$ cat config.mk
export PLATFORM = sky130hd
export DESIGN_NAME = fifo_uart_tx_flat
export DESIGN_NICKNAME = d
export VERILOG_FILES = /design/src/rtl/fifo_uart_tx_pkg.sv /design/src/rtl/fifo_uart_tx_if.sv /design/src/rtl/fifo_uart_tx_bit_timer.sv /design/src/rtl/fifo_uart_tx.sv /design/src/flat_wrapper.sv
export SDC_FILE = /design/constraint.sdc
export NUM_CORES = 1
export LEC_CHECK = 0
export ABC_AREA = 1
export CAP_MARGIN = 20
export CORE_MARGIN = 8
export CORE_UTILIZATION = 56
export CTS_CLUSTER_DIAMETER = 100
export DETAILED_ROUTE_END_ITERATION = 8
export HOLD_SLACK_MARGIN = 0.08
export PLACE_DENSITY = 0.8
export SYNTH_ARGS = -nofsm -noshare
export SYNTH_HDL_FRONTEND = slang
export SYNTH_HIERARCHICAL = 1
export SYNTH_SLANG_ARGS = --single-unit
$ cat constraint.sdc
create_clock -name clk -period 4.3 [get_ports clk]
set_clock_uncertainty 0.1 [all_clocks]
set_input_delay 0.645 -clock clk [delete_from_list [all_inputs] [get_ports clk]]
set_output_delay 0.645 -clock clk [all_outputs]
set_load 0.1 [all_outputs]
$ cat src/rtl/fifo_uart_tx_pkg.sv
// Shared definitions for the fifo-draining UART transmitter.
//   tx_state_t  : frame FSM state encoding (IDLE/START/DATA/STOP). The RX side
//                 reuses the same encoding.
//   clog2_min1  : ceil(log2(v)) clamped to at least 1, for counter widths.
package fifo_uart_tx_pkg;

    typedef enum logic [1:0] {
        ST_IDLE  = 2'd0,
        ST_START = 2'd1,
        ST_DATA  = 2'd2,
        ST_STOP  = 2'd3
    } tx_state_t;

    function automatic int clog2_min1(input int v);
        return (v <= 2) ? 1 : $clog2(v);
    endfunction

endpackage

$ cat src/rtl/fifo_uart_tx_if.sv
// Fifo read port between the byte fifo (master) and the transmitter (slave).
//   data_available : fifo not empty (acts as "valid")
//   read_data      : fifo head word, valid while data_available is high
//   read_strobe    : one-cycle pop; the head is consumed on the rising clock edge
//                    that ends a cycle with data_available && read_strobe both high.
//                    read_strobe is never asserted while data_available is low.
interface fifo_uart_tx_if #(
    parameter int WIDTH = 8
);
    logic             data_available;
    logic [WIDTH-1:0] read_data;
    logic             read_strobe;

    modport master (
        output data_available,
        output read_data,
        input  read_strobe
    );

    modport slave (
        input  data_available,
        input  read_data,
        output read_strobe
    );
endinterface

$ cat src/rtl/fifo_uart_tx_bit_timer.sv
// uart_bit_timer: loadable down-counter that marks the end of each serial bit.
//   clk, reset : system clock, synchronous active-high reset (count clears)
//   load       : restart the bit period (count <= DIVISOR-1)
//   tick       : high in the last cycle of a bit period (count == 0)
// At zero the counter reloads by itself, so consecutive bits stay DIVISOR
// cycles apart and the phase is set by the most recent load.
module uart_bit_timer
    import fifo_uart_tx_pkg::*;
#(
    parameter int DIVISOR = 16
) (
    input  logic clk,
    input  logic reset,
    input  logic load,
    output logic tick
);
    localparam int            TW     = clog2_min1(DIVISOR);
    localparam logic [TW-1:0] RELOAD = TW'(DIVISOR - 1);

    logic [TW-1:0] cnt_q, cnt_d;

    always_comb begin
        cnt_d = cnt_q;
        if (load || cnt_q == '0) begin
            cnt_d = RELOAD;
        end else begin
            cnt_d = cnt_q - 1'b1;
        end
    end

    always_ff @(posedge clk) begin
        if (reset) begin
            cnt_q <= '0;
        end else begin
            cnt_q <= cnt_d;
        end
    end

    assign tick = (cnt_q == '0);
endmodule

$ cat src/rtl/fifo_uart_tx.sv
// fifo_uart_tx: drains the byte fifo and sends each word LSB-first as 8N1-style
// async serial (start bit, WIDTH data bits, STOP_BITS stop bits).
//   clk, reset : system clock, synchronous active-high reset
//   rd         : fifo read port (slave side: data_available, read_data, read_strobe)
//   serial     : TX line, registered, idles high
//   busy       : registered, high from first START cycle through last STOP cycle
//   state_o    : current frame state, for debug/observation
module fifo_uart_tx
    import fifo_uart_tx_pkg::*;
#(
    parameter int DIVISOR   = 16,
    parameter int WIDTH     = 8,
    parameter int STOP_BITS = 1
) (
    input  logic                clk,
    input  logic                reset,
    fifo_uart_tx_if.slave       rd,
    output logic                serial,
    output logic                busy,
    output tx_state_t           state_o
);
    localparam int            CW        = clog2_min1(WIDTH + 1);
    localparam logic [CW-1:0] LAST_DATA = CW'(WIDTH - 1);
    localparam logic [CW-1:0] LAST_STOP = CW'(STOP_BITS - 1);

    tx_state_t        state_q, state_d;
    logic [WIDTH-1:0] shift_q, shift_d;
    logic [CW-1:0]    bit_cnt_q, bit_cnt_d;
    logic             serial_q, serial_d;
    logic             busy_q, busy_d;
    logic             tick;
    logic             frame_end;
    logic             load;

    // Last cycle of the final stop bit: the only point besides IDLE where a new
    // word may be pulled, which gives gap-free back-to-back frames.
    assign frame_end = (state_q == ST_STOP) && tick && (bit_cnt_q == LAST_STOP);
    assign load      = !reset && rd.data_available && ((state_q == ST_IDLE) || frame_end);

    assign rd.read_strobe = load;
    assign serial         = serial_q;
    assign busy           = busy_q;
    assign state_o        = state_q;

    uart_bit_timer #(
        .DIVISOR (DIVISOR)
    ) u_bit_timer (
        .clk   (clk),
        .reset (reset),
        .load  (load),
        .tick  (tick)
    );

    // State register
    always_ff @(posedge clk) begin
        if (reset) begin
            state_q <= ST_IDLE;
        end else begin
            state_q <= state_d;
        end
    end

    // Next-state logic
    always_comb begin
        state_d = state_q;
        unique case (state_q)
            ST_IDLE:  if (load) state_d = ST_START;
            ST_START: if (tick) state_d = ST_DATA;
            ST_DATA:  if (tick && bit_cnt_q == LAST_DATA) state_d = ST_STOP;
            ST_STOP:  if (frame_end) state_d = load ? ST_START : ST_IDLE;
            default:  state_d = ST_IDLE;
        endcase
    end

    // Output / datapath next values. serial and busy are computed one cycle
    // ahead so the registered line changes on the same edge as the state.
    always_comb begin
        serial_d  = serial_q;
        busy_d    = busy_q;
        shift_d   = shift_q;
        bit_cnt_d = bit_cnt_q;
        unique case (state_q)
            ST_IDLE: begin
                serial_d = 1'b1;
                busy_d   = 1'b0;
                if (load) begin
                    shift_d   = rd.read_data;
                    serial_d  = 1'b0;
                    busy_d    = 1'b1;
                    bit_cnt_d = '0;
                end
            end
            ST_START: begin
                if (tick) begin
                    serial_d  = shift_q[0];
                    bit_cnt_d = '0;
                end
            end
            ST_DATA: begin
                if (tick) begin
                    shift_d = shift_q >> 1;
                    if (bit_cnt_q == LAST_DATA) begin
                        // WIDTH bits sent; the counter is reused for stop bits.
                        serial_d  = 1'b1;
                        bit_cnt_d = '0;
                    end else begin
                        serial_d  = shift_d[0];
                        bit_cnt_d = bit_cnt_q + 1'b1;
                    end
                end
            end
            ST_STOP: begin
                serial_d = 1'b1;
                if (tick) begin
                    if (bit_cnt_q == LAST_STOP) begin
                        if (load) begin
                            shift_d   = rd.read_data;
                            serial_d  = 1'b0;
                            busy_d    = 1'b1;
                            bit_cnt_d = '0;
                        end else begin
                            busy_d = 1'b0;
                        end
                    end else begin
                        bit_cnt_d = bit_cnt_q + 1'b1;
                    end
                end
            end
            default: begin
                serial_d = 1'b1;
                busy_d   = 1'b0;
            end
        endcase
    end

    always_ff @(posedge clk) begin
        if (reset) begin
            serial_q  <= 1'b1;
            busy_q    <= 1'b0;
            shift_q   <= '0;
            bit_cnt_q <= '0;
        end else begin
            serial_q  <= serial_d;
            busy_q    <= busy_d;
            shift_q   <= shift_d;
            bit_cnt_q <= bit_cnt_d;
        end
    end
endmodule

$ cat src/flat_wrapper.sv
// flat-port wrapper written by rule: the top's interface ports become plain ports
module fifo_uart_tx_flat import fifo_uart_tx_pkg::*;
#(
    parameter int DIVISOR   = 16,
    parameter int WIDTH     = 8,
    parameter int STOP_BITS = 1
)
  (clk, reset, serial, busy, state_o, rd_data_available, rd_read_data, rd_read_strobe);
  fifo_uart_tx_if #(.WIDTH(WIDTH)) rd_i ();
  input  logic clk;
  input  logic reset;
  output logic serial;
  output logic busy;
  output tx_state_t state_o;
  input wire logic [$bits(rd_i.data_available)-1:0] rd_data_available;
  input wire logic [$bits(rd_i.read_data)-1:0] rd_read_data;
  output wire logic [$bits(rd_i.read_strobe)-1:0] rd_read_strobe;
  assign rd_i.data_available = rd_data_available;
  assign rd_i.read_data = rd_read_data;
  assign rd_read_strobe = rd_i.read_strobe;
  fifo_uart_tx #(.DIVISOR(DIVISOR), .WIDTH(WIDTH), .STOP_BITS(STOP_BITS)) u_core (.clk(clk), .reset(reset), .rd(rd_i), .serial(serial), .busy(busy), .state_o(state_o));
endmodule
==> metrics <==
status=complete, no violations; largest cells by area after synthesis=dfxtp_1 30%, nand2_1 12%, ha_1 8.5%, nand3_1 7.9%, inv_1 7.6%; Synth Area in Compound Gates=around an eighth; Setup crit end kind=primary output; yosys warns=6; Mapped Area=~1300 µm²; CTS tree=built; Worst-Skew Late Latency=about 300 ps; Core Area=about 2200 µm²; met2 Use GR=around a quarter; GPL Wtd Cong=0.850; Slew Viols, Final=0; hold buffers post-CTS=0; Root Buffer=clkbuf_4; Slew @ Worst Pin=between 900 and 1000 ps; Placement Setup Slack=between 1000 and 1500 ps; CTS H-Tree Depth=1; layout cells sized above 1=8.37%; syn_nets=around 210; class of the worst hold path=flop to flop; post_cts resized=0; Setup violations, final=0; fillcell total=209; synth unique cells=28; CP top delay family=simple AND/OR/NAND/NOR gates; PD cells=603 nW/µm²; CP bufs+invs=5; I/O Pins=16; Avg WL per Cell=around 12 µm; DRC viols=0; hold slack=roughly 380 ps; post-CTS setup buffers=0; post-synthesis cell count=between 150 and 200; Tmin final=around 3000 ps; RSZ-0062 raised after global routing=no; Post-Synth Adder-Cell Area=8.47%; worst setup margin=about 1300 ps; area of the multi-input gates=between 700 and 800 µm²; Total GRT Usage=between 10% and 20%; clk slew on worst S/H paths=120 ps; crit path cell chain=inv_1 > ha_1 > inv_1 > or2_1 > nor2_1 > nand2_1 > clkinv_1 > nand3_2 > nand2_4 > nand2_4 > inv_1 > buf_4; Final TNS setup=0 ps; initial antenna violation count=0; drt pass-1 iters=4; r2r setup slk=slightly above 2000 ps; Inserted Diodes=0; vias=between 1k and 1.5k; clk sink count=20; site row count=17; Max VDD drop=0.000502 V; Synth Area in Simple Gates=about 32%; post-synthesis mux area share=between 4 and 5%; met1 Use GR=between 10% and 20%; worst-path maximum fanout=5; Critical Path RT=around 3600 ps; dpl cells=227; Overflow after GRT=0; GR peak layer=met2; max_slew headroom=approximately a third; syn_area_per_cell=between 7 and 8 µm²; Fin. Hold Viols=0; fin crit share=between 60% and 70%; Routed WL=~2800 µm; global-route track usage on met3=under 10%; Longest Clk Path Bufs=2; max cap viols=0; Leakage=approximately 0.00072 µW; total CTS buffers=3; nature of the critical path startpoint=flop; largest family of logic cells by synthesized area=simple AND/OR/NAND/NOR gates; DP HPWL=2240 µm; xor/xnor share of the synthesized area=less than 1%; vias in the first global route=approximately 1.2k; largest net degree at the start of global routing=16; Setup CP Type=flop to primary output; Synth top area share=a little under a third; FF+latch area=between 400 and 500 µm²; first-pass GRT wire length=4870 µm; Max Freq=about 340 MHz; Final ANT Viol Nets=0; PortBufs=15; Critical Path Max Stage Delay=330 ps; DIE AREA=~4200 µm²; vias per cell=between 5 and 6; Syn-to-layout area delta=14.5%; Die Ht=about 65 µm; fin cells=between 200 and 250; slowest CP cell=dfxtp_1; Post-layout nets=~220; Top cell by count, worst path=inv_1; WP data arrival=~2200 ps; chip width=roughly 65 µm; Starting Density=59.6%; DRT iter0 DRCs=50; register area share after synthesis=30.1%; synthesized flop and latch total=20; post-synth top area cell=dfxtp_1
-- stage by stage --
step | utilization (%) | power [µW] | cell area (µm²)
after detailed placement | 65.8 | 763 | 1470
after global routing | 68.2 | 982 | 1520
after CTS | 68.2 | 923 | 1520
after global placement | 65.8 | 744 | 1470
final | 68.2 | 918 | 1520
after floorplan | - | 678 | 1330
-- path summary, 6_finish.rpt --
kind,startpoint,end,cells after the start
max,u_core/u_bit_timer/cnt_q[0],rd_read_strobe,12
min,u_core/u_bit_timer/cnt_q[0],u_core/u_bit_timer/cnt_q[0],3
max reg2reg,u_core/u_bit_timer/cnt_q[0],u_core/shift_q[7],13
min reg2reg,u_core/u_bit_timer/cnt_q[0],u_core/u_bit_timer/cnt_q[0],3
-- synthesized netlist by cell type --
| cell | count |
|---|---|
| nand2_1 | 42 |
| inv_1 | 27 |
| nand3_1 | 21 |
| dfxtp_1 | 20 |
| nor2_1 | 19 |
| a21oi_1 | 11 |
| ha_1 | 9 |
| o21ai_0 | 7 |
| mux2i_1 | 6 |
| nand2_4 | 4 |
| a21oi_2 | 3 |
| buf_4 | 2 |
| buf_6 | 2 |
| o211ai_1 | 2 |
| a21boi_0 | 1 |
| a21oi_4 | 1 |
| buf_2 | 1 |
| clkinv_1 | 1 |
| nand2_2 | 1 |
| nand3_2 | 1 |
| nand3b_1 | 1 |
| nand4_1 | 1 |
| nor2_4 | 1 |
| nor3_1 | 1 |
| o21ai_1 | 1 |
| o21ai_2 | 1 |
| or2_1 | 1 |
| xor2_1 | 1 |
-- state kept, by name, summed over array words and instances, names as in the netlist --
register                  flops
u_core/state_o                2
u_core/serial                 1
u_core/bit_cnt_q              4
u_core/busy                   1
u_core/u_bit_timer/cnt_q      4
u_core/shift_q                8
-- cell type report --
type	instances	share of cell area [%]
inverters	28	6.90
multi-input cells	136	51.4
clock buffers	3	1.48
flip-flops and latches	20	26.3
repair buffers	15	9.70
well taps	28	2.30
clock inverters	1	1.97
-- worst register-to-register path, stage by stage (launching register included) --
cell,delay [ps]
dfxtp_1,330
inv_1,90
ha_1,210
inv_1,70
or2_1,230
nor2_1,140
inv_1,130
nand2_4,100
nand3b_1,120
a21oi_4,360
nand2_1,140
nand2_1,80
nand2_1,50
nor2_1,80
-- cell families after synthesis --
logic type / count (synthesis)
AO/OA/AOI/OAI: 27
XOR/XNOR: 1
adder cells (fa/ha/maj): 9
buffers and inverters: 33
flip-flops: 20
multiplexers: 6
AND/OR/NAND/NOR: 93
-- cell usage in the layout (no fill, tap or decap) --
master / n
nor2_1: 19
ha_1: 9
inv_1: 27
or2_1: 1
nand3b_1: 1
a21oi_1: 11
a21boi_0: 1
a21oi_4: 1
nor3_1: 1
nand2_2: 1
mux2i_1: 6
o21ai_2: 1
bufinv_16: 1
dfxtp_1: 20
xor2_1: 1
nand2_4: 4
clkbuf_4: 3
nand3_1: 21
o21ai_0: 7
o21ai_1: 1
o211ai_1: 2
nand2_1: 42
clkdlybuf4s50_1: 14
nand4_1: 1
a21oi_2: 3
nor2_4: 1
nand3_2: 1
buf_4: 1
clkinv_1: 1
-- report_power, final --
| part | total (µW) | switching, µW | leakage [µW] | internal, µW |
|---|---|---|---|---|
| sequential | 279 | 37.3 | 0.000165 | 241 |
| clock | 157 | 62.3 | 0.0000279 | 94.2 |
| combinational | 483 | 327 | 0.000526 | 156 |
| total | 918 | 427 | 0.000719 | 491 |
-- per-layer routing --
| metal | share of wire [%] | vias up |
|---|---|---|
| li1 | - | 635 |
| met1 | 46 | 554 |
| met2 | 49 | 27 |
| met3 | 4.1 | 4 |
| met4 | 1.1 | 0 |
| met5 | 0 | - |
Note: power is estimated with default switching activity, not from simulation.
